<file path="src/rtl/pipe_hazard_ctrl_pkg.sv">
// Shared types for the pipeline hazard controller: shadow-entry layout,
// controller states and the register that JAL writes its link into.
package pipe_pkg;

  localparam int REG_W   = 4;
  localparam int NUM_ENT = 3;
  localparam int ENT_EX  = 0;
  localparam int ENT_DM  = 1;
  localparam int ENT_WB  = 2;

  localparam logic [REG_W-1:0] JAL_LINK_REG = 4'd15;

  typedef enum logic [1:0] {
    ST_RUN    = 2'd0,
    ST_DRAIN  = 2'd1,
    ST_HALTED = 2'd2
  } state_e;

  // Field order from MSB: v, we, dst[3:0], halt.
  typedef struct packed {
    logic             v;
    logic             we;
    logic [REG_W-1:0] dst;
    logic             halt;
  } shadow_t;

  localparam int ENT_W = $bits(shadow_t);

  // An entry can hazard only if it will really write a register.
  function automatic logic is_live(shadow_t e, bit r0_zero);
    return e.v && e.we && (!r0_zero || (e.dst != '0));
  endfunction

endpackage

</file>
<file path="src/rtl/pipe_hazard_ctrl_hz_cmp.sv">
// Compares one ID source register against the live shadow entries; the WB
// entry is only in scope when the register file cannot bypass its own write.
module hz_cmp
  import pipe_pkg::*;
#(
  parameter bit RF_BYPASS = 1'b1
) (
  input  logic                          src_used_i,
  input  logic [REG_W-1:0]              src_i,
  input  logic [NUM_ENT-1:0]            live_i,
  input  logic [NUM_ENT-1:0][REG_W-1:0] dst_i,
  output logic                          match_o
);

  localparam logic [NUM_ENT-1:0] SCOPE = RF_BYPASS ? 3'b011 : 3'b111;

  logic [NUM_ENT-1:0] hit;

  always_comb begin
    for (int i = 0; i < NUM_ENT; i++) begin
      hit[i] = live_i[i] && (dst_i[i] == src_i);
    end
  end

  assign match_o = src_used_i && |(hit & SCOPE);

endmodule

</file>
<file path="src/rtl/pipe_hazard_ctrl.sv">
// Sequencing controller for the IF/ID/EX/DM/WB pipe: RAW-hazard stalls from a
// shadow scoreboard, redirect flushes, and halt draining.
module pipe_hazard_ctrl
  import pipe_pkg::*;
#(
  parameter bit RF_BYPASS = 1'b1,
  parameter bit R0_ZERO   = 1'b1,
  parameter int CNT_W     = 16
) (
  input  logic             clk,
  input  logic             rst_n,
  input  logic             id_valid,
  input  logic [REG_W-1:0] id_rs1,
  input  logic             id_rs1_used,
  input  logic [REG_W-1:0] id_rs2,
  input  logic             id_rs2_used,
  input  logic             id_we,
  input  logic [REG_W-1:0] id_dst,
  input  logic             id_halt,
  input  logic             dm_redirect,
  output logic             pc_stall,
  output logic             if_id_stall,
  output logic             id_ex_bubble,
  output logic             if_id_flush,
  output logic             id_ex_flush,
  output logic             ex_dm_flush,
  output logic             hlt,
  output logic [CNT_W-1:0] stall_cnt
);

  state_e                        state_q, state_d;
  shadow_t                       ex_q, dm_q, wb_q, ex_d, dm_d, wb_d;
  logic                          hlt_q, hlt_d;
  logic [CNT_W-1:0]              cnt_q, cnt_d;
  logic [NUM_ENT-1:0]            live;
  logic [NUM_ENT-1:0][REG_W-1:0] dsts;
  logic                          rs1_hit, rs2_hit, hz;
  logic                          in_run, accept, stall_cyc;

  always_comb begin
    live[ENT_EX] = is_live(ex_q, R0_ZERO);
    live[ENT_DM] = is_live(dm_q, R0_ZERO);
    live[ENT_WB] = is_live(wb_q, R0_ZERO);
    dsts[ENT_EX] = ex_q.dst;
    dsts[ENT_DM] = dm_q.dst;
    dsts[ENT_WB] = wb_q.dst;
  end

  hz_cmp #(.RF_BYPASS(RF_BYPASS)) u_rs1_cmp (
    .src_used_i(id_rs1_used), .src_i(id_rs1), .live_i(live), .dst_i(dsts), .match_o(rs1_hit)
  );

  hz_cmp #(.RF_BYPASS(RF_BYPASS)) u_rs2_cmp (
    .src_used_i(id_rs2_used), .src_i(id_rs2), .live_i(live), .dst_i(dsts), .match_o(rs2_hit)
  );

  assign hz        = id_valid && (rs1_hit || rs2_hit);
  assign in_run    = (state_q == ST_RUN);
  assign stall_cyc = in_run && hz && !dm_redirect;
  assign accept    = in_run && id_valid && !hz && !dm_redirect;

  // Redirect squashes the two younger entries; the redirecting one retires.
  always_comb begin
    ex_d = '0;
    dm_d = dm_redirect ? '0 : ex_q;
    wb_d = dm_q;
    if (accept) ex_d = '{v: 1'b1, we: id_we, dst: id_dst, halt: id_halt};
  end

  always_comb begin
    state_d = state_q;
    case (state_q)
      ST_RUN:    if (accept && id_halt) state_d = ST_DRAIN;
      ST_DRAIN: begin
        if (dm_redirect)                state_d = ST_RUN;
        else if (wb_q.v && wb_q.halt)   state_d = ST_HALTED;
      end
      ST_HALTED: state_d = ST_HALTED;
      default:   state_d = ST_RUN;
    endcase
  end

  assign hlt_d = (state_d == ST_HALTED);
  assign cnt_d = (stall_cyc && (cnt_q != '1)) ? cnt_q + CNT_W'(1) : cnt_q;

  // NOTE: sequential state uses <= so every flop samples pre-edge values;
  // blocking here would let the EX->DM->WB shift collapse in one clock.
  always_ff @(posedge clk or negedge rst_n) begin
    if (!rst_n) state_q <= ST_RUN;
    else        state_q <= state_d;
  end

  always_ff @(posedge clk or negedge rst_n) begin
    if (!rst_n) begin
      ex_q  <= '0;
      dm_q  <= '0;
      wb_q  <= '0;
      hlt_q <= 1'b0;
      cnt_q <= '0;
    end else begin
      ex_q  <= ex_d;
      dm_q  <= dm_d;
      wb_q  <= wb_d;
      hlt_q <= hlt_d;
      cnt_q <= cnt_d;
    end
  end

  // NOTE: every output gets a default before any branch, so no path can
  // leave one unassigned and infer a latch.
  always_comb begin
    pc_stall     = 1'b0;
    if_id_stall  = 1'b0;
    id_ex_bubble = 1'b0;
    if_id_flush  = 1'b0;
    id_ex_flush  = 1'b0;
    ex_dm_flush  = 1'b0;
    if (rst_n) begin
      if (state_q == ST_HALTED) begin
        {pc_stall, if_id_stall, id_ex_bubble} = 3'b111;
      end else if (dm_redirect) begin
        {if_id_flush, id_ex_flush, ex_dm_flush} = 3'b111;
      end else if (state_q == ST_DRAIN) begin
        pc_stall    = 1'b1;
        if_id_flush = 1'b1;
      end else if (hz) begin
        {pc_stall, if_id_stall, id_ex_bubble} = 3'b111;
      end
    end
  end

  assign hlt       = hlt_q;
  assign stall_cnt = cnt_q;

endmodule

</file>
<file path="config.mk">
export PLATFORM = sky130hd
export DESIGN_NAME = pipe_hazard_ctrl
export DESIGN_NICKNAME = d
export VERILOG_FILES = /design/src/rtl/pipe_hazard_ctrl_pkg.sv /design/src/rtl/pipe_hazard_ctrl_hz_cmp.sv /design/src/rtl/pipe_hazard_ctrl.sv
export SDC_FILE = /design/constraint.sdc
export NUM_CORES = 1
export LEC_CHECK = 0
export CORE_ASPECT_RATIO = 1.2
export CORE_MARGIN = 8
export CORE_UTILIZATION = 52
export CTS_CLUSTER_DIAMETER = 40
export DETAILED_ROUTE_END_ITERATION = 10
export PLACE_DENSITY = 0.92
export SYNTH_ARGS = -nofsm -noshare
export SYNTH_HDL_FRONTEND = slang
export SYNTH_SLANG_ARGS = --single-unit
</file>
<file path="constraint.sdc">
create_clock -name clk -period 7.84 [get_ports clk]
set_clock_uncertainty 0.2 [all_clocks]
set_input_delay 1.568 -clock clk [delete_from_list [all_inputs] [get_ports clk]]
set_output_delay 1.568 -clock clk [all_outputs]
set_load 0.02 [all_outputs]
</file>
==> metrics.md <==
| Metric | Value |
|---|---|
| Run status | complete, no violations |
| Reg2Reg Setup Slack | 5190 ps |
| Worst hold slack | 151 ps |
| Root buffer cell | clkbuf_8 |
| Num rows | 23 |
| Total power | 0.000351 W |
| Ant diodes | 0 |
| Cell mode on critical path | clkdlybuf4s50_1 |
| Max-cap violation count | 0 |
| TritonCTS Buffers | 5 |
| WL/cell | 15.7 um |
| DRT antenna net count | 0 |
| Maximum vdd ir drop | 125 uV |
| Area grow syn2layout | 28.7% |
| Total leakage power | 0.926 nW |
| Total global routing overflow | 0 |
| Port bufs | 42 |
| Setup Fix Bufs, Post-CTS | 0 |
| Sequential area share after synthesis | 0.502 |
| Crit Reg-Reg Startpoint | dsts[1] |
| Cell family with most CP delay | buffers and inverters |
| Pwr Density | 156 nW/um^2 |
| H-tree levels | 2 |
| Internal power | 0.000267 W |
| Critical Path Start | id_rs2[1] |
| Largest area contributor in the netlist | dfrtp_1 |
| DRT Pass-1 Iters | 4 |
| Vias after detailed routing | 1,314 |
| Comb power frac | 0.123 |
| Avg Cell Area, Syn | 10.6 um^2 |
| Net Count, Synth | 186 |
| Worst Setup Slack, final | 2190 ps |
| Sw Share | 0.239 |
| Net Switching | 0.0000840 W |
| Top Ports | 43 |
| Final period util | 0.721 |
| Cells after Synth | 165 |
| Detail Placement HPWL | 2900 um |
| Synth Warn # | 0 |
| Commonest non-fill, non-tap cell in the layout | clkdlybuf4s50_1 |
| Core Area | 3280 um^2 |
| WL met3 | 169 um |
| Critical path, cell by cell | clkdlybuf4s50_1, xnor2_1, nand3_1, nor3_1, nor4_1, a2111oi_0, o21bai_1, clkdlybuf4s50_1 |
| Drc violations | 0 |
| Worst Hold Class | register to register |
| Die Wd | 68.9 um |
| Post-synth EDFFs | 0 |
| Vias per cell | 5.36 |
| Unrepaired setup endpoints after global routing | no |
| DRT iter0 DRCs | 72 |
| Final Hold Vio Count | 0 |
| Final setup vio count | 0 |
| Post-synth cell types | 36 |
| Initial Util | 0.532 |
| Startpoint Class | primary input |
| Cell Area, Synth | 1750 um^2 |
| Largest net degree at the start of global routing | 38 |
| FF-to-FF path depth | 6 |
| Sequential Power Share | 0.541 |
| CP endpoint kind | output port |
| Worst-case clock buffer depth | 2 |
| Sink Count | 35 |
| CTS tree | yes |
| Rel. slew slack | 0.559 |
| Setup TNS | 0 ps |
| CTS resizes | 0 |
| Metal2 WL | 1980 um |
| Yosys reg bits | 35 |
| Worst skew pair latency | 290 ps |
| Layout Nets | 230 |
| Ys flop type | dfrtp_1 |
| Worst Hold Depth | 0 |
| Max Freq | 177 MHz |
| Die area | 5470 um^2 |
| Clk pin slew, worst setup/hold paths | 70 ps |
| Initial antenna violation count | 0 |
| Critical Path AT | 3880 ps |
| Post-Route M1 WL | 1610 um |
| Crit path to | if_id_stall |
| Pre-CTS WS | 2220 ps |
| Asr flop ratio synth | 1.00 |
| First-pass GRT wire length | 6360 um |
| Minimum clock period | 5650 ps |
| Slew @ Worst Pin | 656 ps |
| Synth top area share | 0.502 |
| Crit Path Class | primary input to output port |
| Cell count along the critical path | 8 |
| GRT Util Overall | 0.153 |
| Vias in the first global route | 1,396 |
| Crit Path Max Fanout | 4 |
| Top cells by area, synth | dfrtp_1, xnor2_1, nand2_1, nand3_1, and2_1 |
| Share of layout cells above drive strength 1 | 0.0673 |
| Slew Limit Fails | 0 |
| Reg2reg end | stall_cnt[1] |
| Top routing layer in use | met4 |
| Worst path bufs/invs | 2 |
| Max incr delay on CP | 630 ps |
| Post-CTS Hold Buffers | 0 |
| Clk pwr share | 0.337 |
| CP required | 6070 ps |
| Total Routed Length | 3850 um |
| Placer Congestion | 0.866 |
| Die Y | 79.5 um |
| CP max-delay cell | clkdlybuf4s50_1 |
| Commonest non-fill, non-tap cells in the layout | clkdlybuf4s50_1, dfrtp_1, xnor2_1 |
worst register-to-register path, delay by kind of cell, from the launching register on:
kind	cells	cell delay, ps
multiplexers	1	340
AND/OR/NAND/NOR	5	1550
flip-flops	1	450
state kept, by name, indices dropped and copies added (netlist names):
register   count
dm_q           7
dsts           4
state_q        2
ex_q           3
stall_cnt     16
wb_q           2
hlt            1
metal layers:
layer / track usage / vias up
li1: - / 649
met1: 0.172 / 627
met2: 0.259 / 31
met3: 0.0323 / 7
met4: 0.0785 / 0
met5: 0 / -
how the worst min path moves through the flow:
stage,start,endpoint
3_3_place_gp,dm_q[0],wb_q[0]
4_1_cts,dm_q[0],wb_q[0]
5_1_grt,dm_q[0],wb_q[0]
6_report,dm_q[0],wb_q[0]
2_1_floorplan,dm_q[0],wb_q[0]
3_5_place_dp,dm_q[0],wb_q[0]
cells by family (layout without fill, tap and decap cells):
family	count (synthesis)	after routing	synth area share
DFF	35	35	0.502
muxes	2	2	0.0129
AOI/OAI and AO/OA	8	8	0.0323
xor gates and xnor gates	30	30	0.151
adders and majority gates	1	1	0.00717
buffers and inverters	10	53	0.0344
and+or+nand+nor	79	79	0.261
power groups by stage:
| stage | registers (W) | clock network, W | logic (W) |
|---|---|---|---|
| finish | 0.000190 | 0.000118 | 0.0000431 |
| global route | 0.000190 | 0.000128 | 0.0000472 |
| CTS | 0.000190 | 0.000121 | 0.0000435 |
| detailed placement | 0.000193 | 0 | 0.0000432 |
| global placement | 0.000193 | 0 | 0.0000424 |
| floorplan | 0.000193 | 0 | 0.0000208 |
cells in the mapped netlist (2+ instances only):
cell and n:
nor3_1 6, nor2b_1 7, nand3_2 2, o31ai_1 2
clkbuf_1 2, inv_1 4, buf_6 2, and3_1 5
or4_1 2, xnor2_1 29, buf_4 2, or4_4 2
nand2b_1 2, nand3_1 11, nand2_1 17, dfrtp_1 35
nand4_1 6, nor4_1 4, nor2_1 2, and2_1 7
layout make-up:
type,count,area (um^2)
inverters,4,15.0
repair buffers,43,428
multi-input cells,120,810
clock buffers,6,72.6
fillers,255,1030
flip-flops and latches,35,876
well taps,37,46.3
metrics by stage:
step / instance area (um^2) / std cells / util
after floorplan: 1750 / 165 / -
after global placement: 2170 / 239 / 0.663
after detailed placement: 2170 / 239 / 0.663
after CTS: 2250 / 245 / 0.685
after global routing: 2250 / 245 / 0.685
final: 2250 / 245 / 0.685
Power figures use the tool's default switching activity.
